`src/rtl/time_request_sequencer_pkg.sv`:
```
// Shared types and constants for the time request sequencer: field widths,
// field maxima, request bit positions and the alarm state encoding.
package clock_pkg;

    typedef enum logic [1:0] {
        StOff     = 2'd0,
        StArmed   = 2'd1,
        StRinging = 2'd2,
        StSnoozed = 2'd3
    } alarm_state_e;

    localparam int unsigned SecW = 6;
    localparam int unsigned MinW = 6;
    localparam int unsigned HrsW = 4;

    localparam logic [SecW-1:0] MaxSec = 6'd59;
    localparam logic [MinW-1:0] MaxMin = 6'd59;
    localparam logic [HrsW-1:0] MaxHrs = 4'd11;

    // Request bit positions; lower index means higher service priority.
    localparam int unsigned NumReq    = 7;
    localparam int unsigned ReqTick   = 0;
    localparam int unsigned ReqSec    = 1;
    localparam int unsigned ReqMin    = 2;
    localparam int unsigned ReqHrs    = 3;
    localparam int unsigned ReqAlAdj  = 4;
    localparam int unsigned ReqToggle = 5;
    localparam int unsigned ReqSnooze = 6;

    // Increment with wrap to zero; anything at or above max wraps as well.
    function automatic logic [5:0] wrap_inc(input logic [5:0] val, input logic [5:0] max_val);
        return (val >= max_val) ? 6'd0 : val + 6'd1;
    endfunction

endpackage

```
`src/rtl/time_request_sequencer_if.sv`:
```
// Request pulses and time/alarm outputs of the time request sequencer.
interface time_request_sequencer_if;
    import clock_pkg::*;

    logic            tick_1hz;
    logic            sec_adj;
    logic            min_adj;
    logic            hrs_adj;
    logic            al_adj;
    logic            al_toggle;
    logic            snooze;
    logic [SecW-1:0] seconds;
    logic [MinW-1:0] minutes;
    logic [HrsW-1:0] hours;
    logic [MinW-1:0] al_minutes;
    logic [HrsW-1:0] al_hours;
    logic            al_on;
    logic            alarm;

    modport master (
        output tick_1hz, sec_adj, min_adj, hrs_adj, al_adj, al_toggle, snooze,
        input  seconds, minutes, hours, al_minutes, al_hours, al_on, alarm
    );

    modport slave (
        input  tick_1hz, sec_adj, min_adj, hrs_adj, al_adj, al_toggle, snooze,
        output seconds, minutes, hours, al_minutes, al_hours, al_on, alarm
    );

endinterface

```
`src/rtl/time_request_sequencer_alarm_fsm.sv`:
```
// Alarm state machine: arming, ringing timeout and snooze countdown.
module alarm_fsm
    import clock_pkg::*;
#(
    parameter int unsigned TIMEOUT_S  = 60,
    parameter int unsigned SNOOZE_MIN = 5
) (
    input  logic clk,
    input  logic reset_n,
    input  logic tick_svc_i,
    input  logic toggle_svc_i,
    input  logic snooze_svc_i,
    input  logic trigger_i,
    input  logic min_carry_i,
    output logic al_on_o,
    output logic alarm_o
);

    localparam int unsigned RingW = $clog2(TIMEOUT_S + 1);
    localparam int unsigned SnzW  = 6;

    alarm_state_e   state_q, state_d;
    logic [RingW-1:0] ring_cnt_q, ring_cnt_d;
    logic [SnzW-1:0]  snz_cnt_q, snz_cnt_d;
    logic           al_on_q, al_on_d;
    logic           alarm_q, alarm_d;

    // Next state; at most one service strobe is active per cycle.
    always_comb begin
        state_d    = state_q;
        ring_cnt_d = ring_cnt_q;
        snz_cnt_d  = snz_cnt_q;
        if (toggle_svc_i) begin
            state_d = (state_q == StOff) ? StArmed : StOff;
        end else if (snooze_svc_i) begin
            if (state_q == StRinging) begin
                state_d   = StSnoozed;
                snz_cnt_d = SnzW'(SNOOZE_MIN);
            end
        end else if (tick_svc_i) begin
            unique case (state_q)
                StArmed: begin
                    if (trigger_i) begin
                        state_d    = StRinging;
                        ring_cnt_d = '0;
                    end
                end
                StRinging: begin
                    if (ring_cnt_q >= RingW'(TIMEOUT_S - 1)) begin
                        state_d = StArmed;
                    end else begin
                        ring_cnt_d = ring_cnt_q + RingW'(1);
                    end
                end
                StSnoozed: begin
                    if (min_carry_i) begin
                        if (snz_cnt_q <= SnzW'(1)) begin
                            state_d    = StRinging;
                            ring_cnt_d = '0;
                            snz_cnt_d  = '0;
                        end else begin
                            snz_cnt_d = snz_cnt_q - SnzW'(1);
                        end
                    end
                end
                default: ;
            endcase
        end
        al_on_d = (state_d != StOff);
        alarm_d = (state_d == StRinging);
    end

    // State, counters and registered outputs.
    always_ff @(posedge clk) begin
        if (!reset_n) begin
            state_q    <= StOff;
            ring_cnt_q <= '0;
            snz_cnt_q  <= '0;
            al_on_q    <= 1'b0;
            alarm_q    <= 1'b0;
        end else begin
            state_q    <= state_d;
            ring_cnt_q <= ring_cnt_d;
            snz_cnt_q  <= snz_cnt_d;
            al_on_q    <= al_on_d;
            alarm_q    <= alarm_d;
        end
    end

    assign al_on_o = al_on_q;
    assign alarm_o = alarm_q;

endmodule

```
`src/rtl/time_request_sequencer.sv`:
```
// Latches request pulses as pending bits, services one per cycle by fixed
// priority, and performs the clock/alarm-time arithmetic.
module time_request_sequencer
    import clock_pkg::*;
#(
    parameter int unsigned TIMEOUT_S  = 60,
    parameter int unsigned SNOOZE_MIN = 5,
    parameter int unsigned AL_STEP    = 10
) (
    input logic                     clk,
    input logic                     reset_n,
    time_request_sequencer_if.slave bus
);

    logic [NumReq-1:0] req_in, pend_q, pend_d, grant;
    logic [SecW-1:0]   sec_q, sec_d;
    logic [MinW-1:0]   min_q, min_d;
    logic [HrsW-1:0]   hrs_q, hrs_d;
    logic [MinW-1:0]   al_min_q, al_min_d;
    logic [HrsW-1:0]   al_hrs_q, al_hrs_d;
    logic [6:0]        al_sum;
    logic              min_carry;
    logic              trigger;
    logic              al_on, alarm;

    assign req_in = {bus.snooze, bus.al_toggle, bus.al_adj, bus.hrs_adj,
                     bus.min_adj, bus.sec_adj, bus.tick_1hz};

    // Lowest set pending bit wins; new arrivals OR in after the grant is cleared
    // so a request landing on its own service cycle stays pending.
    always_comb begin
        grant  = pend_q & (~pend_q + NumReq'(1));
        pend_d = (pend_q & ~grant) | req_in;
    end

    // Time and alarm-time arithmetic for the granted request.
    always_comb begin
        sec_d     = sec_q;
        min_d     = min_q;
        hrs_d     = hrs_q;
        al_min_d  = al_min_q;
        al_hrs_d  = al_hrs_q;
        al_sum    = 7'({1'b0, al_min_q} + 7'(AL_STEP));
        min_carry = 1'b0;
        unique case (1'b1)
            grant[ReqTick]: begin
                sec_d = wrap_inc(sec_q, MaxSec);
                if (sec_q >= MaxSec) begin
                    min_carry = 1'b1;
                    min_d     = wrap_inc(min_q, MaxMin);
                    if (min_q >= MaxMin) begin
                        hrs_d = HrsW'(wrap_inc({2'b00, hrs_q}, {2'b00, MaxHrs}));
                    end
                end
            end
            grant[ReqSec]: sec_d = wrap_inc(sec_q, MaxSec);
            grant[ReqMin]: min_d = wrap_inc(min_q, MaxMin);
            grant[ReqHrs]: hrs_d = HrsW'(wrap_inc({2'b00, hrs_q}, {2'b00, MaxHrs}));
            grant[ReqAlAdj]: begin
                if (al_sum >= 7'd60) begin
                    al_min_d = MinW'(al_sum - 7'd60);
                    al_hrs_d = HrsW'(wrap_inc({2'b00, al_hrs_q}, {2'b00, MaxHrs}));
                end else begin
                    al_min_d = al_sum[MinW-1:0];
                end
            end
            default: ;
        endcase
        // Match is taken on the post-tick time; alarm fields are stable on a tick cycle.
        trigger = grant[ReqTick] && (sec_d == '0) && (min_d == al_min_q) && (hrs_d == al_hrs_q);
    end

    // Pending bits and time registers.
    always_ff @(posedge clk) begin
        if (!reset_n) begin
            pend_q   <= '0;
            sec_q    <= '0;
            min_q    <= '0;
            hrs_q    <= '0;
            al_min_q <= '0;
            al_hrs_q <= '0;
        end else begin
            pend_q   <= pend_d;
            sec_q    <= sec_d;
            min_q    <= min_d;
            hrs_q    <= hrs_d;
            al_min_q <= al_min_d;
            al_hrs_q <= al_hrs_d;
        end
    end

    alarm_fsm #(
        .TIMEOUT_S  (TIMEOUT_S),
        .SNOOZE_MIN (SNOOZE_MIN)
    ) u_alarm_fsm (
        .clk          (clk),
        .reset_n      (reset_n),
        .tick_svc_i   (grant[ReqTick]),
        .toggle_svc_i (grant[ReqToggle]),
        .snooze_svc_i (grant[ReqSnooze]),
        .trigger_i    (trigger),
        .min_carry_i  (min_carry),
        .al_on_o      (al_on),
        .alarm_o      (alarm)
    );

    assign bus.seconds    = sec_q;
    assign bus.minutes    = min_q;
    assign bus.hours      = hrs_q;
    assign bus.al_minutes = al_min_q;
    assign bus.al_hours   = al_hrs_q;
    assign bus.al_on      = al_on;
    assign bus.alarm      = alarm;

endmodule

```
`src/flat_wrapper.sv`:
```
// flat-port wrapper written by rule: the top's interface ports become plain ports
module time_request_sequencer_flat import clock_pkg::*;
#(
    parameter int unsigned TIMEOUT_S  = 60,
    parameter int unsigned SNOOZE_MIN = 5,
    parameter int unsigned AL_STEP    = 10
)
  (clk, reset_n, bus_tick_1hz, bus_sec_adj, bus_min_adj, bus_hrs_adj, bus_al_adj, bus_al_toggle, bus_snooze, bus_seconds, bus_minutes, bus_hours, bus_al_minutes, bus_al_hours, bus_al_on, bus_alarm);
  time_request_sequencer_if bus_i ();
  input logic clk;
  input logic reset_n;
  input wire logic [$bits(bus_i.tick_1hz)-1:0] bus_tick_1hz;
  input wire logic [$bits(bus_i.sec_adj)-1:0] bus_sec_adj;
  input wire logic [$bits(bus_i.min_adj)-1:0] bus_min_adj;
  input wire logic [$bits(bus_i.hrs_adj)-1:0] bus_hrs_adj;
  input wire logic [$bits(bus_i.al_adj)-1:0] bus_al_adj;
  input wire logic [$bits(bus_i.al_toggle)-1:0] bus_al_toggle;
  input wire logic [$bits(bus_i.snooze)-1:0] bus_snooze;
  output wire logic [$bits(bus_i.seconds)-1:0] bus_seconds;
  output wire logic [$bits(bus_i.minutes)-1:0] bus_minutes;
  output wire logic [$bits(bus_i.hours)-1:0] bus_hours;
  output wire logic [$bits(bus_i.al_minutes)-1:0] bus_al_minutes;
  output wire logic [$bits(bus_i.al_hours)-1:0] bus_al_hours;
  output wire logic [$bits(bus_i.al_on)-1:0] bus_al_on;
  output wire logic [$bits(bus_i.alarm)-1:0] bus_alarm;
  assign bus_i.tick_1hz = bus_tick_1hz;
  assign bus_i.sec_adj = bus_sec_adj;
  assign bus_i.min_adj = bus_min_adj;
  assign bus_i.hrs_adj = bus_hrs_adj;
  assign bus_i.al_adj = bus_al_adj;
  assign bus_i.al_toggle = bus_al_toggle;
  assign bus_i.snooze = bus_snooze;
  assign bus_seconds = bus_i.seconds;
  assign bus_minutes = bus_i.minutes;
  assign bus_hours = bus_i.hours;
  assign bus_al_minutes = bus_i.al_minutes;
  assign bus_al_hours = bus_i.al_hours;
  assign bus_al_on = bus_i.al_on;
  assign bus_alarm = bus_i.alarm;
  time_request_sequencer #(.TIMEOUT_S(TIMEOUT_S), .SNOOZE_MIN(SNOOZE_MIN), .AL_STEP(AL_STEP)) u_core (.clk(clk), .reset_n(reset_n), .bus(bus_i));
endmodule
```
`config.mk`:
```
export PLATFORM = sky130hd
export DESIGN_NAME = time_request_sequencer_flat
export DESIGN_NICKNAME = d
export VERILOG_FILES = /design/src/rtl/time_request_sequencer_pkg.sv /design/src/rtl/time_request_sequencer_if.sv /design/src/rtl/time_request_sequencer_alarm_fsm.sv /design/src/rtl/time_request_sequencer.sv /design/src/flat_wrapper.sv
export SDC_FILE = /design/constraint.sdc
export NUM_CORES = 1
export LEC_CHECK = 0
export ABC_AREA = 1
export BUFFER_PORTS_ARGS = -buffer_cell sky130_fd_sc_hd__buf_2
export CORE_MARGIN = 10
export CORE_UTILIZATION = 40
export CTS_CLUSTER_SIZE = 40
export DETAILED_ROUTE_END_ITERATION = 8
export SETUP_SLACK_MARGIN = 0.15
export SYNTH_ARGS = -nofsm -noshare
export SYNTH_HDL_FRONTEND = slang
export SYNTH_SLANG_ARGS = --single-unit
```
`constraint.sdc`:
```
create_clock -name clk -period 2.4 [get_ports clk]
set_input_delay 0.12 -clock clk [delete_from_list [all_inputs] [get_ports clk]]
set_output_delay 0.12 -clock clk [all_outputs]
set_load 0.01 [all_outputs]
```
==> run_results.csv, run 1 <==
group,metric,value,unit
die,num_rows,30,
route,initialDrtViolationCount,96,
global_routing,globalRoute.totalOverflow,0,
place,place_ws,0.08823,ns
timing,timing.slew.headroom,0.4339,
route,detail_route.vias_per_cell,4.779,
finish,multi_input_area,1694,um^2
clocking,maximum_count_of_clock_buffers_along_a_single_path,2,
pwr,worst_ir_drop_vdd,0.2299,mV
place,gp_congestion,0.8643,
route,first_pass_iters,4,
logic_synthesis,synthDistinctLibCells,35,
global_routing,grt_pass1_wl,11.62,mm
finish,nNetsFinal,501,
critical_path,regToRegStartpoint,"u_core.bus.seconds[1]",
die,dieWidth,104.7,um
critical_path,worstSetupPathType,"reg -> reg",
route,final_ant_viol_nets,0,
timing,tns,0,ns
logic_synthesis,number_of_enable_type_register_cells_in_the_synthesized_netlist,0,
global_routing,grt_start_max_net_pins,26,
route,drc,0,
clocking,worstSkewPairLatency,0.31,ns
logic_synthesis,postSynthAreaPerCell,6.616,um^2
place,placement.io_buffers,35,
run,cap_violations,0,
timing,layout_setup_ws,0.09652,ns
finish,syn_to_final_growth,20.09,%
place,hpwlAfterDp,5.396,mm
timing,unrepaired_setup_endpoints_after_global_routing,"yes",
finish,finalNonFillerCells,579,
critical_path,rr_endpoint,"u_core.u_alarm_fsm.al_on_o",
route,detail_route.wirelength,6.955,mm
critical_path,critPathArrivalTime,2.52,ns
finish,layout-drive-gt1-share,0.2236,
logic_synthesis,synth_async_sr_flop_share,0,
die,die_footprint,10970,um^2
logic_synthesis,syn-cell-area,2872,um^2
timing,timing.final.max_slew_violations,0,
finish,ff_latch_area,969.7,um^2
logic_synthesis,yosys_warning_total,0,
clocking,root_buffer,"sky130_fd_sc_hd__clkbuf_8",
logic_synthesis,synthFlopType,"sky130_fd_sc_hd__dfxtp_1",
global_routing,first_global_vias,2567,
clocking,clock_sinks,48,
timing,worst_pin_slew,0.8482,ns
clocking,register_clock_pin_slew_on_the_reported_worst_setup_and_hold_paths,0.10,ns
logic_synthesis,flops_latches_synth,48,
clocking,number_of_levels_in_the_clock_h_tree,2,
timing,min_period,2.303,ns
route,via_count,2767,
critical_path,ff2ff_setup_slack,0.1,ns
die,floorplan.initialDensity,0.4180,
timing,clock_skew,0.003819,ns
critical_path,worst-endpoint-required,2.61,ns
timing,max_freq,0.4341,GHz
die,fp.coreArea,6869,um^2
finish,post_layout_utilization_of_the_core,0.5020,
worst_hold_path,hold_path_class,"in -> reg",
critical_path,critical_path_peak_fanout,6,
critical_path,worst_setup_path_end_kind,"flop",
die,pin_count,37,
route,drt-wirelength-per-cell,12.01,um
logic_synthesis,synthesis.nets,453,
global_routing,grt_antenna_before_repair,0,
clocking,cts-buffers-inserted,5,
logic_synthesis,synth_cells,434,
critical_path,ff2ff_path_depth,23,
worst_hold_path,worst_hold_path.endpoint,"u_core.pend_q[0]",
timing,layout_worst_path_cycle_share,0.9598,
finish,fillCellCount,692,
timing,setup_viol,0,
clocking,clock_tree_from_tritoncts,"done",
place,numPlacedInstances,564,
timing,timing.final.hold_violations,0,
finish,insertedDiodeCount,0,
critical_path,timing.critical_path.from,"u_core.bus.seconds[1]",
die,die_height,104.7,um
critical_path,worst_setup_path_start_kind,"flop",
global_routing,gr-usage-all-layers,0.1230,
status,run_status,"completed",
clocking,cts_stage_hold_buffer_count,0,
worst_hold_path,hp-start,"bus_tick_1hz",
worst_hold_path,holdPathStages,3,
logic_synthesis,sequential_fraction_of_the_synthesis_area,0.3346,
pwr,p_leak,1.571,nW
pwr,power_per_cell_area,506.3,nW/um^2
-- cell type report --
class                           count  area share
Multi-Input combinational cell    312      0.4913
Sequential cell                    48      0.2812
Timing Repair Buffer               50     0.08817
Inverter                           65     0.07075
Tap cell                           96     0.03483
Clock buffer                        5     0.01996
Clock inverter                      3     0.01379
-- cell families after synthesis --
logic type | count (synthesis) | share of synthesized area
and+or+nand+nor | 228 | 0.3634
AOI/OAI and AO/OA | 62 | 0.1190
adders and majority gates | 10 | 0.04357
DFF | 48 | 0.3346
xor gates and xnor gates | 11 | 0.03355
other | 1 | 0.001306
buffers and inverters | 74 | 0.1046
-- cells in the final DEF, fill, tap and decap left out, drive strengths merged, types with 2 or more instances in the layout --
cell and n:
nand2 96, nor2 82, inv 65, buf 50
dfxtp 48, nand3 33, a21oi 26, o21ai 25
ha 10, xor2 9, nand4 7, a211oi 5
clkbuf 5, nor3 3, nor3b 3, a31oi 3
or2 2, xnor2 2, clkinv 2
-- worst max-delay path, stage by stage (launching register included) --
cell and delay (ns):
sky130_fd_sc_hd__dfxtp_4 0.37, sky130_fd_sc_hd__ha_4 0.17, sky130_fd_sc_hd__nor2_4 0.14, sky130_fd_sc_hd__nor2_4 0.08, sky130_fd_sc_hd__buf_12 0.13, sky130_fd_sc_hd__buf_6 0.11, sky130_fd_sc_hd__nor2_4 0.09, sky130_fd_sc_hd__nor2_2 0.05
sky130_fd_sc_hd__nand2_2 0.08, sky130_fd_sc_hd__nand2_2 0.07, sky130_fd_sc_hd__nand2_2 0.06, sky130_fd_sc_hd__nand2_1 0.05, sky130_fd_sc_hd__nor2_1 0.09, sky130_fd_sc_hd__nand2_1 0.06, sky130_fd_sc_hd__inv_1 0.06, sky130_fd_sc_hd__nand3_2 0.09
sky130_fd_sc_hd__nand2_4 0.12, sky130_fd_sc_hd__nand2_2 0.04, sky130_fd_sc_hd__nand2_1 0.07, sky130_fd_sc_hd__nand2_1 0.04, sky130_fd_sc_hd__nand2_1 0.07, sky130_fd_sc_hd__nand2_2 0.06, sky130_fd_sc_hd__nand2_2 0.07, sky130_fd_sc_hd__nand2_2 0.04
-- report_power, final --
group / switching [mW] / internal, mW / total (mW) / leakage (nW)
clock: 0.302 / 0.314 / 0.616 / 0.0583
combinational: 0.169 / 0.102 / 0.271 / 1.12
sequential: 0.0321 / 0.826 / 0.858 / 0.392
-- stage by stage --
stage | hold slack, ns | power [mW] | instance area [um^2]
final | 0.01531 | 1.746 | 3448
after floorplan | 0.2176 | 1.059 | 2872
after detailed placement | 0.3305 | 1.129 | 3171
after CTS | 0.01115 | 1.746 | 3301
after global placement | 0.3271 | 1.126 | 3171
after global routing | 0.01789 | 1.839 | 3448
-- how the worst max path moves through the flow --
stage,endpoint,slack (ns)
6_report,u_core.u_alarm_fsm.al_on_o,0.1
5_1_grt,u_core.u_alarm_fsm.state_q[0],-0.11
4_1_cts,u_core.u_alarm_fsm.al_on_o,0.15
3_5_place_dp,u_core.u_alarm_fsm.al_on_o,0.09
3_3_place_gp,u_core.u_alarm_fsm.al_on_o,0.13
2_1_floorplan,u_core.u_alarm_fsm.al_on_o,0.29
-- metal layers --
metal,vias up,global-route usage,wire (um)
met2,52,0.2006,3150
met1,1223,0.1579,3387
met4,0,0.03431,97
met5,-,0,0
met3,10,0.02887,318
li1,1482,-,-
-- Yosys cell counts, types with 3 or more instances --
master | number | share of area
sky130_fd_sc_hd__a211oi_1 | 5 | 0.013
sky130_fd_sc_hd__a21oi_1 | 26 | 0.045
sky130_fd_sc_hd__a31oi_1 | 3 | 0.0065
sky130_fd_sc_hd__clkbuf_1 | 4 | 0.0052
sky130_fd_sc_hd__dfxtp_1 | 48 | 0.33
sky130_fd_sc_hd__ha_1 | 10 | 0.044
sky130_fd_sc_hd__inv_1 | 63 | 0.082
sky130_fd_sc_hd__nand2_1 | 91 | 0.12
sky130_fd_sc_hd__nand2_2 | 3 | 0.0065
sky130_fd_sc_hd__nand3_1 | 27 | 0.047
sky130_fd_sc_hd__nand3_2 | 4 | 0.014
sky130_fd_sc_hd__nand4_1 | 7 | 0.015
sky130_fd_sc_hd__nor2_1 | 74 | 0.097
sky130_fd_sc_hd__nor2_2 | 5 | 0.011
sky130_fd_sc_hd__nor2_4 | 3 | 0.012
sky130_fd_sc_hd__nor3_1 | 3 | 0.0052
sky130_fd_sc_hd__nor3b_1 | 3 | 0.0078
sky130_fd_sc_hd__o21ai_0 | 18 | 0.031
sky130_fd_sc_hd__o21ai_1 | 5 | 0.0087
sky130_fd_sc_hd__xor2_1 | 9 | 0.027
-- flip-flops by register name, summed over array words and instances (netlist names) --
register / flops
u_core.bus.al_hours: 4
u_core.u_alarm_fsm.snz_cnt_q: 6
u_core.u_alarm_fsm.al_on_o: 1
u_core.u_alarm_fsm.state_q: 2
u_core.bus.al_minutes: 5
u_core.bus.seconds: 6
u_core.u_alarm_fsm.alarm_o: 1
u_core.bus.minutes: 6
u_core.u_alarm_fsm.ring_cnt_q: 6
u_core.bus.hours: 4
u_core.pend_q: 7
-- timing repair --
action | in CTS | in global routing
setup buffers | 1 | 6
setup endpoints to repair | 9 | 19
gates resized for setup | 3 | 29
pin swaps | 1 | 16
Power figures use the tool's default switching activity.
==> inputs of run 2 (changes only) <==
clock period = 1.9 ns   (was 2.4 ns; I/O delays follow)
==> run 2 against run 1 <==
Compared with the run above:
- the flow now finishes with violations (negative setup slack)
- core utilization increased by 9.9 points
- fmax increased by 4.8%
- worst hold slack improved by 0.00076 ns
- critical endpoint unchanged
- critical path type unchanged
==> run_results.csv, run 2 (synthesis results as in run 1) <==
group,metric,value,unit
pwr,p_leak,1.895,nW
clocking,number_of_levels_in_the_clock_h_tree,2,
timing,layout_setup_ws,-0.2973,ns
finish,top_register,"u_core.pend_q",
status,failed_checks,"negative setup slack",
critical_path,worst_setup_path_end_kind,"flop",
finish,most_common_cell_after_layout_fill_and_taps_aside,"sky130_fd_sc_hd__nand2_1",
clocking,clock_tree_from_tritoncts,"done",
timing,setup_viol,15,
route,initialDrtViolationCount,100,
place,hpwlAfterDp,5.674,mm
critical_path,worst_setup_path_start_kind,"flop",
finish,insertedDiodeCount,0,
timing,timing.final.max_slew_violations,0,
die,fp.coreArea,6869,um^2
timing,layout_worst_path_cycle_share,1.156,
critical_path,critical_path_peak_fanout,5,
run,cap_violations,0,
route,final_ant_viol_nets,0,
timing,unrepaired_setup_endpoints_after_global_routing,"yes",
finish,finalNonFillerCells,646,
finish,ff_latch_area,989.7,um^2
route,detail_route.vias_per_cell,4.789,
die,num_rows,30,
clocking,clock_sinks,48,
finish,largest_reg_flops,7,
critical_path,worst-endpoint-required,2.10,ns
critical_path,worstSetupPathType,"reg -> reg",
finish,fillCellCount,638,
clocking,root_buffer,"sky130_fd_sc_hd__clkbuf_8",
die,die_height,104.7,um
clocking,worstSkewPairLatency,0.30,ns
critical_path,critPathArrivalTime,2.40,ns
route,first_pass_iters,4,
status,run_status,"finished, violations left",
place,placement.io_buffers,35,
die,dieWidth,104.7,um
timing,max_freq,0.4551,GHz
global_routing,grt_start_max_net_pins,20,
timing,clock_skew,0.008731,ns
finish,final_cell_mix,"sky130_fd_sc_hd__nand2_1, sky130_fd_sc_hd__buf_4, sky130_fd_sc_hd__nor2_1",
finish,multi_input_area,1876,um^2
clocking,register_clock_pin_slew_on_the_reported_worst_setup_and_hold_paths,0.09,ns
finish,nNetsFinal,569,
timing,timing.slew.headroom,0.5429,
finish,syn_to_final_growth,43.79,%
place,numPlacedInstances,614,
pwr,power_per_cell_area,525.1,nW/um^2
route,detail_route.wirelength,7.828,mm
die,floorplan.initialDensity,0.4180,
pwr,worst_ir_drop_vdd,0.2990,mV
global_routing,grt_antenna_before_repair,0,
finish,layout-drive-gt1-share,0.3927,
global_routing,globalRoute.totalOverflow,0,
timing,tns,-2.542,ns
timing,min_period,2.197,ns
global_routing,first_global_vias,2949,
route,drt-wirelength-per-cell,12.12,um
die,die_footprint,10970,um^2
timing,timing.final.hold_violations,0,
clocking,cts-buffers-inserted,5,
timing,worst_pin_slew,0.6850,ns
place,gp_congestion,0.8177,
route,via_count,3094,
clocking,maximum_count_of_clock_buffers_along_a_single_path,2,
route,drc,0,
finish,post_layout_utilization_of_the_core,0.6011,
global_routing,grt_pass1_wl,12.92,mm
worst_hold_path,hold_path_class,"in -> reg",
global_routing,gr-usage-all-layers,0.1347,
die,pin_count,37,
## run 2: final timing paths
check | slack, ns | cells past startpoint | endpoint | startpoint
max | -0.30 | 17 | u_core.u_alarm_fsm.al_on_o | u_core.pend_q[0]
min | 0.02 | 3 | u_core.pend_q[3] | bus_hrs_adj
max reg2reg | -0.30 | 17 | u_core.u_alarm_fsm.al_on_o | u_core.pend_q[0]
min reg2reg | 0.48 | 2 | u_core.pend_q[6] | u_core.pend_q[6]
## run 2: per-stage QoR
| stage | hold slack (ns) | instance area (um^2) | worst slack [ns] | power (mW) |
|---|---|---|---|---|
| floorplan | 0.1926 | 2944 | -0.05425 | 1.349 |
| global placement | 0.3007 | 3618 | -0.2305 | 1.493 |
| detailed placement | 0.2965 | 3618 | -0.2453 | 1.497 |
| CTS | 0.006671 | 3881 | -0.2583 | 2.138 |
| global route | 0.03312 | 4129 | -0.5273 | 2.292 |
| finish | 0.01606 | 4129 | -0.2973 | 2.168 |
## run 2: area by class of cell
cell class / count / share of cell area
Clock buffer: 5 / 0.01667
Clock inverter: 2 / 0.002727
Inverter: 65 / 0.05970
Multi-Input combinational cell: 312 / 0.4542
Sequential cell: 48 / 0.2397
Tap cell: 96 / 0.02909
Timing Repair Buffer: 118 / 0.1979
## run 2: per-layer routing
metal | vias up | wire length [um] | track usage
met5 | - | 0 | 0
met4 | 0 | 72 | 0.02843
met3 | 7 | 328 | 0.03317
met2 | 49 | 3804 | 0.2322
met1 | 1422 | 3623 | 0.1652
li1 | 1616 | - | -
## run 2: power breakdown
part	leakage, nW	internal [mW]	switching (mW)	total (mW)
logic	1.45	0.223	0.259	0.482
clock network	0.0443	0.251	0.352	0.603
registers	0.398	1.04	0.0412	1.08
## run 2: timing repair
action	4_1_cts	5_1_grt
endpoints found under the setup margin	23	25
gates resized for setup	23	49
cloned	0	0
setup buffers	14	8
hold endpoints to repair	2	1
pin swaps	12	28
hold buffers	2	1
## run 2: worst max-delay path, stage by stage, from the launching register on
cell,delay (ns)
sky130_fd_sc_hd__dfxtp_4,0.37
sky130_fd_sc_hd__nor2_4,0.15
sky130_fd_sc_hd__buf_6,0.12
sky130_fd_sc_hd__nand3_1,0.21
sky130_fd_sc_hd__nand2_2,0.17
sky130_fd_sc_hd__nand2_1,0.07
sky130_fd_sc_hd__o21ai_2,0.18
sky130_fd_sc_hd__a21oi_1,0.08
sky130_fd_sc_hd__nor2_1,0.14
sky130_fd_sc_hd__nand3_2,0.12
sky130_fd_sc_hd__nand2_4,0.11
sky130_fd_sc_hd__nand2_2,0.05
sky130_fd_sc_hd__nand2_1,0.07
sky130_fd_sc_hd__nand2_1,0.04
sky130_fd_sc_hd__nand2_1,0.06
sky130_fd_sc_hd__nand2_2,0.06
sky130_fd_sc_hd__nand2_2,0.07
sky130_fd_sc_hd__nand2_1,0.05
